[src/rtl/cim_bus_arbiter_if.sv]
// Shared CIM bus signal bundle: master/CIM requests and grants plus the registered broadcast bus.
// bus_parity exists only when CIM_BUS_PARITY_EN is defined.
interface cim_bus_arbiter_if #(
  parameter int unsigned NUM_CIMS = 64,
  parameter int unsigned DATA_W   = 22,
  parameter int unsigned OP_W     = 4
);
  localparam int unsigned ID_W = $clog2(NUM_CIMS);

  logic                       master_req;
  logic [OP_W-1:0]            master_op;
  logic [DATA_W-1:0]          master_data;
  logic [ID_W-1:0]            master_target;
  logic                       master_gnt;
  logic [NUM_CIMS-1:0]        cim_req;
  logic [NUM_CIMS*OP_W-1:0]   cim_op;
  logic [NUM_CIMS*DATA_W-1:0] cim_data;
  logic [NUM_CIMS-1:0]        cim_gnt;
  logic [NUM_CIMS-1:0]        cim_is_ready;
  logic                       all_cims_ready;
  logic [OP_W-1:0]            bus_op;
  logic [DATA_W-1:0]          bus_data;
  logic [ID_W-1:0]            bus_target_or_sender;
`ifdef CIM_BUS_PARITY_EN
  logic                       bus_parity;
`endif

  // Arbiter side.
  modport slave (
    input  master_req, master_op, master_data, master_target, cim_req, cim_op, cim_data,
           cim_is_ready,
    output master_gnt, cim_gnt, all_cims_ready, bus_op, bus_data, bus_target_or_sender
`ifdef CIM_BUS_PARITY_EN
    , output bus_parity
`endif
  );

  // Requester / observer side.
  modport master (
    output master_req, master_op, master_data, master_target, cim_req, cim_op, cim_data,
           cim_is_ready,
    input  master_gnt, cim_gnt, all_cims_ready, bus_op, bus_data, bus_target_or_sender
`ifdef CIM_BUS_PARITY_EN
    , input bus_parity
`endif
  );
endinterface

[src/rtl/cim_bus_arbiter.sv]
// Shared-bus arbiter: master priority with bounded burst under CIM contention, round-robin CIMs.
// Define CIM_BUS_PARITY_EN to add a registered even-parity bit over the broadcast bus.
module cim_bus_arbiter #(
  parameter int unsigned NUM_CIMS  = 64,
  parameter int unsigned DATA_W    = 22,
  parameter int unsigned OP_W      = 4,
  parameter int unsigned MAX_BURST = 8
) (
  input logic               clk,
  input logic               rst_n,
  cim_bus_arbiter_if.slave  bus_io
);
  localparam int unsigned ID_W  = $clog2(NUM_CIMS);
  localparam int unsigned CNT_W = $clog2(MAX_BURST + 1);

  typedef enum logic [1:0] {StIdle, StMaster, StCim} state_e;

  state_e             state_q, state_d;
  logic [ID_W-1:0]    rr_ptr_q, rr_ptr_d;
  logic [CNT_W-1:0]   burst_cnt_q, burst_cnt_d;
  logic [OP_W-1:0]    bus_op_q, bus_op_d;
  logic [DATA_W-1:0]  bus_data_q, bus_data_d;
  logic [ID_W-1:0]    bus_sender_q, bus_sender_d;
  logic               all_ready_q;
  logic               any_cim, burst_full, master_win, cim_win, cim_found;
  logic [ID_W-1:0]    cim_idx;
  logic [ID_W:0]      cand;
  logic [NUM_CIMS-1:0] cim_gnt;

  // Round-robin search starting at rr_ptr_q, wrapping at NUM_CIMS.
  always_comb begin
    cim_found = 1'b0;
    cim_idx   = '0;
    cand      = '0;
    for (int unsigned k = 0; k < NUM_CIMS; k++) begin
      cand = {1'b0, rr_ptr_q} + (ID_W + 1)'(k);
      if (cand >= (ID_W + 1)'(NUM_CIMS)) cand = cand - (ID_W + 1)'(NUM_CIMS);
      if (!cim_found && bus_io.cim_req[cand[ID_W-1:0]]) begin
        cim_found = 1'b1;
        cim_idx   = cand[ID_W-1:0];
      end
    end
  end

  always_comb begin
    any_cim    = |bus_io.cim_req;
    burst_full = (burst_cnt_q == CNT_W'(MAX_BURST));
    master_win = rst_n && bus_io.master_req && !(burst_full && any_cim);
    cim_win    = rst_n && !master_win && cim_found;
    cim_gnt    = '0;
    if (cim_win) cim_gnt[cim_idx] = 1'b1;
  end

  always_comb begin
    state_d      = StIdle;
    rr_ptr_d     = rr_ptr_q;
    burst_cnt_d  = burst_cnt_q;
    bus_op_d     = '0;
    bus_data_d   = '0;
    bus_sender_d = '0;
    if (master_win) begin
      state_d      = StMaster;
      bus_op_d     = bus_io.master_op;
      bus_data_d   = bus_io.master_data;
      bus_sender_d = bus_io.master_target;
      if (any_cim && !burst_full) burst_cnt_d = burst_cnt_q + 1'b1;
    end else if (cim_win) begin
      state_d      = StCim;
      bus_op_d     = bus_io.cim_op[cim_idx*OP_W +: OP_W];
      bus_data_d   = bus_io.cim_data[cim_idx*DATA_W +: DATA_W];
      bus_sender_d = cim_idx;
      rr_ptr_d     = (cim_idx == ID_W'(NUM_CIMS - 1)) ? '0 : cim_idx + 1'b1;
      burst_cnt_d  = '0;
    end
    if (!any_cim) burst_cnt_d = '0;
  end

  always_ff @(posedge clk) begin
    if (!rst_n) begin
      state_q      <= StIdle;
      rr_ptr_q     <= '0;
      burst_cnt_q  <= '0;
      bus_op_q     <= '0;
      bus_data_q   <= '0;
      bus_sender_q <= '0;
      all_ready_q  <= 1'b0;
    end else begin
      state_q      <= state_d;
      rr_ptr_q     <= rr_ptr_d;
      burst_cnt_q  <= burst_cnt_d;
      bus_op_q     <= bus_op_d;
      bus_data_q   <= bus_data_d;
      bus_sender_q <= bus_sender_d;
      all_ready_q  <= &bus_io.cim_is_ready;
    end
  end

  // An idle cycle must leave an all-zero bus behind it.
  idle_bus_zero: assert property (@(posedge clk)
      (state_q == StIdle) |-> (bus_op_q == '0 && bus_data_q == '0 && bus_sender_q == '0));

  assign bus_io.master_gnt           = master_win;
  assign bus_io.cim_gnt              = cim_gnt;
  assign bus_io.all_cims_ready       = all_ready_q;
  assign bus_io.bus_op               = bus_op_q;
  assign bus_io.bus_data             = bus_data_q;
  assign bus_io.bus_target_or_sender = bus_sender_q;

`ifdef CIM_BUS_PARITY_EN
  logic parity_q;
  always_ff @(posedge clk) begin
    if (!rst_n) parity_q <= 1'b0;
    else        parity_q <= ^{bus_op_d, bus_data_d, bus_sender_d};
  end
  assign bus_io.bus_parity = parity_q;
`endif
endmodule

[src/flat_wrapper.sv]
// flat-port wrapper written by rule: the top's interface ports become plain ports
module cim_bus_arbiter_flat 
#(
  parameter int unsigned NUM_CIMS  = 64,
  parameter int unsigned DATA_W    = 22,
  parameter int unsigned OP_W      = 4,
  parameter int unsigned MAX_BURST = 8
)
  (clk, rst_n, bus_io_master_req, bus_io_master_op, bus_io_master_data, bus_io_master_target, bus_io_cim_req, bus_io_cim_op, bus_io_cim_data, bus_io_cim_is_ready, bus_io_master_gnt, bus_io_cim_gnt, bus_io_all_cims_ready, bus_io_bus_op, bus_io_bus_data, bus_io_bus_target_or_sender);
  cim_bus_arbiter_if #(.NUM_CIMS(NUM_CIMS), .DATA_W(DATA_W), .OP_W(OP_W)) bus_io_i ();
  input logic clk;
  input logic rst_n;
  input wire logic [$bits(bus_io_i.master_req)-1:0] bus_io_master_req;
  input wire logic [$bits(bus_io_i.master_op)-1:0] bus_io_master_op;
  input wire logic [$bits(bus_io_i.master_data)-1:0] bus_io_master_data;
  input wire logic [$bits(bus_io_i.master_target)-1:0] bus_io_master_target;
  input wire logic [$bits(bus_io_i.cim_req)-1:0] bus_io_cim_req;
  input wire logic [$bits(bus_io_i.cim_op)-1:0] bus_io_cim_op;
  input wire logic [$bits(bus_io_i.cim_data)-1:0] bus_io_cim_data;
  input wire logic [$bits(bus_io_i.cim_is_ready)-1:0] bus_io_cim_is_ready;
  output wire logic [$bits(bus_io_i.master_gnt)-1:0] bus_io_master_gnt;
  output wire logic [$bits(bus_io_i.cim_gnt)-1:0] bus_io_cim_gnt;
  output wire logic [$bits(bus_io_i.all_cims_ready)-1:0] bus_io_all_cims_ready;
  output wire logic [$bits(bus_io_i.bus_op)-1:0] bus_io_bus_op;
  output wire logic [$bits(bus_io_i.bus_data)-1:0] bus_io_bus_data;
  output wire logic [$bits(bus_io_i.bus_target_or_sender)-1:0] bus_io_bus_target_or_sender;
  assign bus_io_i.master_req = bus_io_master_req;
  assign bus_io_i.master_op = bus_io_master_op;
  assign bus_io_i.master_data = bus_io_master_data;
  assign bus_io_i.master_target = bus_io_master_target;
  assign bus_io_i.cim_req = bus_io_cim_req;
  assign bus_io_i.cim_op = bus_io_cim_op;
  assign bus_io_i.cim_data = bus_io_cim_data;
  assign bus_io_i.cim_is_ready = bus_io_cim_is_ready;
  assign bus_io_master_gnt = bus_io_i.master_gnt;
  assign bus_io_cim_gnt = bus_io_i.cim_gnt;
  assign bus_io_all_cims_ready = bus_io_i.all_cims_ready;
  assign bus_io_bus_op = bus_io_i.bus_op;
  assign bus_io_bus_data = bus_io_i.bus_data;
  assign bus_io_bus_target_or_sender = bus_io_i.bus_target_or_sender;
  cim_bus_arbiter #(.NUM_CIMS(NUM_CIMS), .DATA_W(DATA_W), .OP_W(OP_W), .MAX_BURST(MAX_BURST)) u_core (.clk(clk), .rst_n(rst_n), .bus_io(bus_io_i));
endmodule
[config.mk]
export PLATFORM = sky130hd
export DESIGN_NAME = cim_bus_arbiter_flat
export DESIGN_NICKNAME = d
export VERILOG_FILES = /design/src/rtl/cim_bus_arbiter_if.sv /design/src/rtl/cim_bus_arbiter.sv /design/src/flat_wrapper.sv
export SDC_FILE = /design/constraint.sdc
export NUM_CORES = 2
export LEC_CHECK = 0
export BUFFER_PORTS_ARGS = -buffer_cell sky130_fd_sc_hd__buf_2
export CORE_AREA = 2 2 756 758
export DETAILED_ROUTE_END_ITERATION = 10
export DIE_AREA = 0 0 758 760
export SETUP_SLACK_MARGIN = 0.4
export SKIP_CTS_REPAIR_TIMING = 1
export SYNTH_ARGS = -nofsm -noshare
export SYNTH_HDL_FRONTEND = slang
export SYNTH_SLANG_ARGS = --single-unit
[constraint.sdc]
create_clock -name clk -period 10.1 [get_ports clk]
set_input_delay 1.01 -clock clk [delete_from_list [all_inputs] [get_ports clk]]
set_output_delay 1.01 -clock clk [all_outputs]
set_load 0.02 [all_outputs]
==> results.yml <==
setup_path:
  cp.required_ps: 10510
  critPathKind: "reg -> reg"
  end_kind: "register"
  cpMaxStageDelayCell: "nor4bb_2"
  worst_path_largest_cell_delay_ps: 850
  crit_path_max_fanout: 31
  cp.arrival_ps: 10130
  cpMostUsedCell: "buf_4"
  cp-start-kind: "register"
  worstPathBufferInverterCount: 9
  crit_family: "simple AND/OR/NAND/NOR gates"
detailed_routing:
  met2_length_um: 284000
  drc_errors: 0
  wirelength_met1_um: 256000
  dr.pass1.iters: 10
  vias: 61600
  drt_first_iter_violations: 8620
  viasPerCell: 3.96
  antenna_left: 0
  route.met3.wl_um: 76500
  routed_wl_um: 647000
  routed.top_layer: "met5"
  wl_per_cell_um: 41.6
finish:
  syn_to_final_growth_pct: 103
  drive_gt1_frac: 0.490
  nets: 9489
clocking:
  insertion_delay_ps: 450
  clockBufferDepth: 2
  clk_pin_slew_ps: 160
  cts-root-buf: "clkbuf_16"
  cts_buffers: 5
  cts_tree: "yes"
  cts_max_level: 2
  clock-sinks: 43
timing:
  period_share: 0.963
  fin_skew_ps: 29.1
  hold_viol_final: 0
  fmax_mhz: 103
  worstMarginPinSlew_ps: 1210
  rsz0062_at_grt: "yes"
  drv_slew: 0
  setup_tns_ps: 0
  period_minus_slack_ps: 9720
  report.final.setup_viol: 0
  slew-limit-headroom: 0.183
floorplanning:
  die_y_um: 760
  die_w_um: 758
  design.core.area_sq_um: 568000
  ioPinCount: 1925
  initial_core_util: 0.0546
  dieArea_sq_um: 576000
  core.rowCount: 277
synth:
  async_flop_share: 0
  synthAdderAreaFrac: 0.00807
  synth_seq_cells: 43
  synth_nets: 6652
  synth-simple-area-share: 0.323
  synth_edf_count: 0
  synth_top_family_by_area: "compound AO/OA/AOI/OAI gates"
  synth_flop_cell: "dfxtp_1"
  synth_cell_type_count: 104
  synth.area.mux_share: 0.205
  synthTopCellsByCount: "nand2_1 (989), nand3_1 (409), nor2_1 (339), a21oi_1 (328), o22ai_1 (209)"
  synth-compound-area-share: 0.339
  yosys.cell_count.top_type: "nand2_1"
  avgSynthCellArea_sq_um: 6.45
  synth_area_sq_um: 31000
  synth_top_area_cell: "nand2_1"
  ys_seq_area_frac: 0.0278
  synth_top_area_frac: 0.120
  synth-xor-area-share: 0.0206
  synth_area_leaders: "nand2_1 (12%), mux4_2 (11%), nand3_1 (6.6%)"
  synthCells: 4805
  ys_warn_count: 0
grt:
  grt_start_max_net_pins: 61
  grt_pass1_wl_um: 762000
  antenna_found_initial: 429
  track_usage: 0.213
  grt-ovfl-total: 0
  grt_pass1_vias: 55700
flow_run:
  drv_cap: 0
status:
  status: "finished clean"
place:
  port_buffers: 1924
  gp_congestion: 1.06
  dp.final_hpwl_um: 580000
worst_hold_path:
  min_path_type: "reg -> reg"
## placed cells by master, fill, tap and decap left out, types with 52 or more instances in the layout
cell type,n
buf_2,1923
buf_4,1129
nand2_1,972
nand3_1,398
diode_2,383
nor2_1,324
a21oi_1,320
buf_12,228
o22ai_1,207
mux2i_1,168
o21ai_0,167
mux4_2,151
mux2_2,110
nor3_1,93
a31oi_1,75
nand4_1,66
a22oi_1,66
a211oi_1,60
nor4_1,56
o211ai_1,55
o221ai_1,52
## cells by family (layout without fill, tap and decap cells)
family,after synthesis,count (layout)
adders and majority gates,20,20
AOI/OAI and AO/OA,1536,1536
buffers and inverters,494,3332
muxes,433,433
and+or+nand+nor,2207,2207
other,0,383
xor gates and xnor gates,72,72
DFF,43,43
## stage by stage
step	hold WS (ps)	instances	instance area, sq um	utilization	worst slack [ps]
finish	496	15600	63000	0.111	378
CTS	499	15200	62000	0.109	-109
floorplan	430	4805	31000	-	535
global placement	447	15200	61900	0.109	-92.8
detailed placement	466	15200	61900	0.109	-34.3
global route	539	15400	62600	0.110	349
## worst reg2reg max path, delay by kind of cell (launching register included)
family / cells / cell delay [ps]
and+or+nand+nor: 10 / 3550
DFF: 1 / 370
xor gates and xnor gates: 1 / 440
muxes: 2 / 1260
buffers and inverters: 9 / 2090
AOI/OAI and AO/OA: 5 / 1440
adders and majority gates: 1 / 520
## state kept, by name, indices dropped and copies added, names as in the netlist
register and count:
u_core.bus_io.bus_target_or_sender 6, u_core.bus_io.bus_data 22, u_core.burst_cnt_q 4, u_core.bus_io.all_cims_ready 1, u_core.bus_io.bus_op 4, u_core.rr_ptr_q 6
## cell type report
cell class / count / area, sq um
diodes: 383 / 958
clock buffers: 5 / 125
clock inverters: 3 / 20.0
fillers: 66900 / 505000
inverters: 44 / 180
multi-input cells: 4268 / 28800
flip-flops and latches: 43 / 871
well taps: 7533 / 9430
repair buffers: 3280 / 22700
## worst paths after layout
kind                                     end  cells past startpoint  slack, ps             startpoint
setup / recovery  u_core.bus_io.bus_data[10]                     28        380     u_core.rr_ptr_q[1]
hold / removal         u_core.burst_cnt_q[0]                      1        500  u_core.burst_cnt_q[0]
setup reg to reg  u_core.bus_io.bus_data[10]                     28        380     u_core.rr_ptr_q[1]
hold reg to reg        u_core.burst_cnt_q[0]                      1        500  u_core.burst_cnt_q[0]
## routing by layer
metal  track usage  vias to the layer above
met5             0                        -
met4        0.0742                      226
met3        0.0889                     1138
met2         0.335                     5160
met1         0.259                    30400
li1              -                    24700
Power is left out: the tool's default activity adds up to more than one toggle a clock period on the data nets, which glitch-free logic cannot reach.
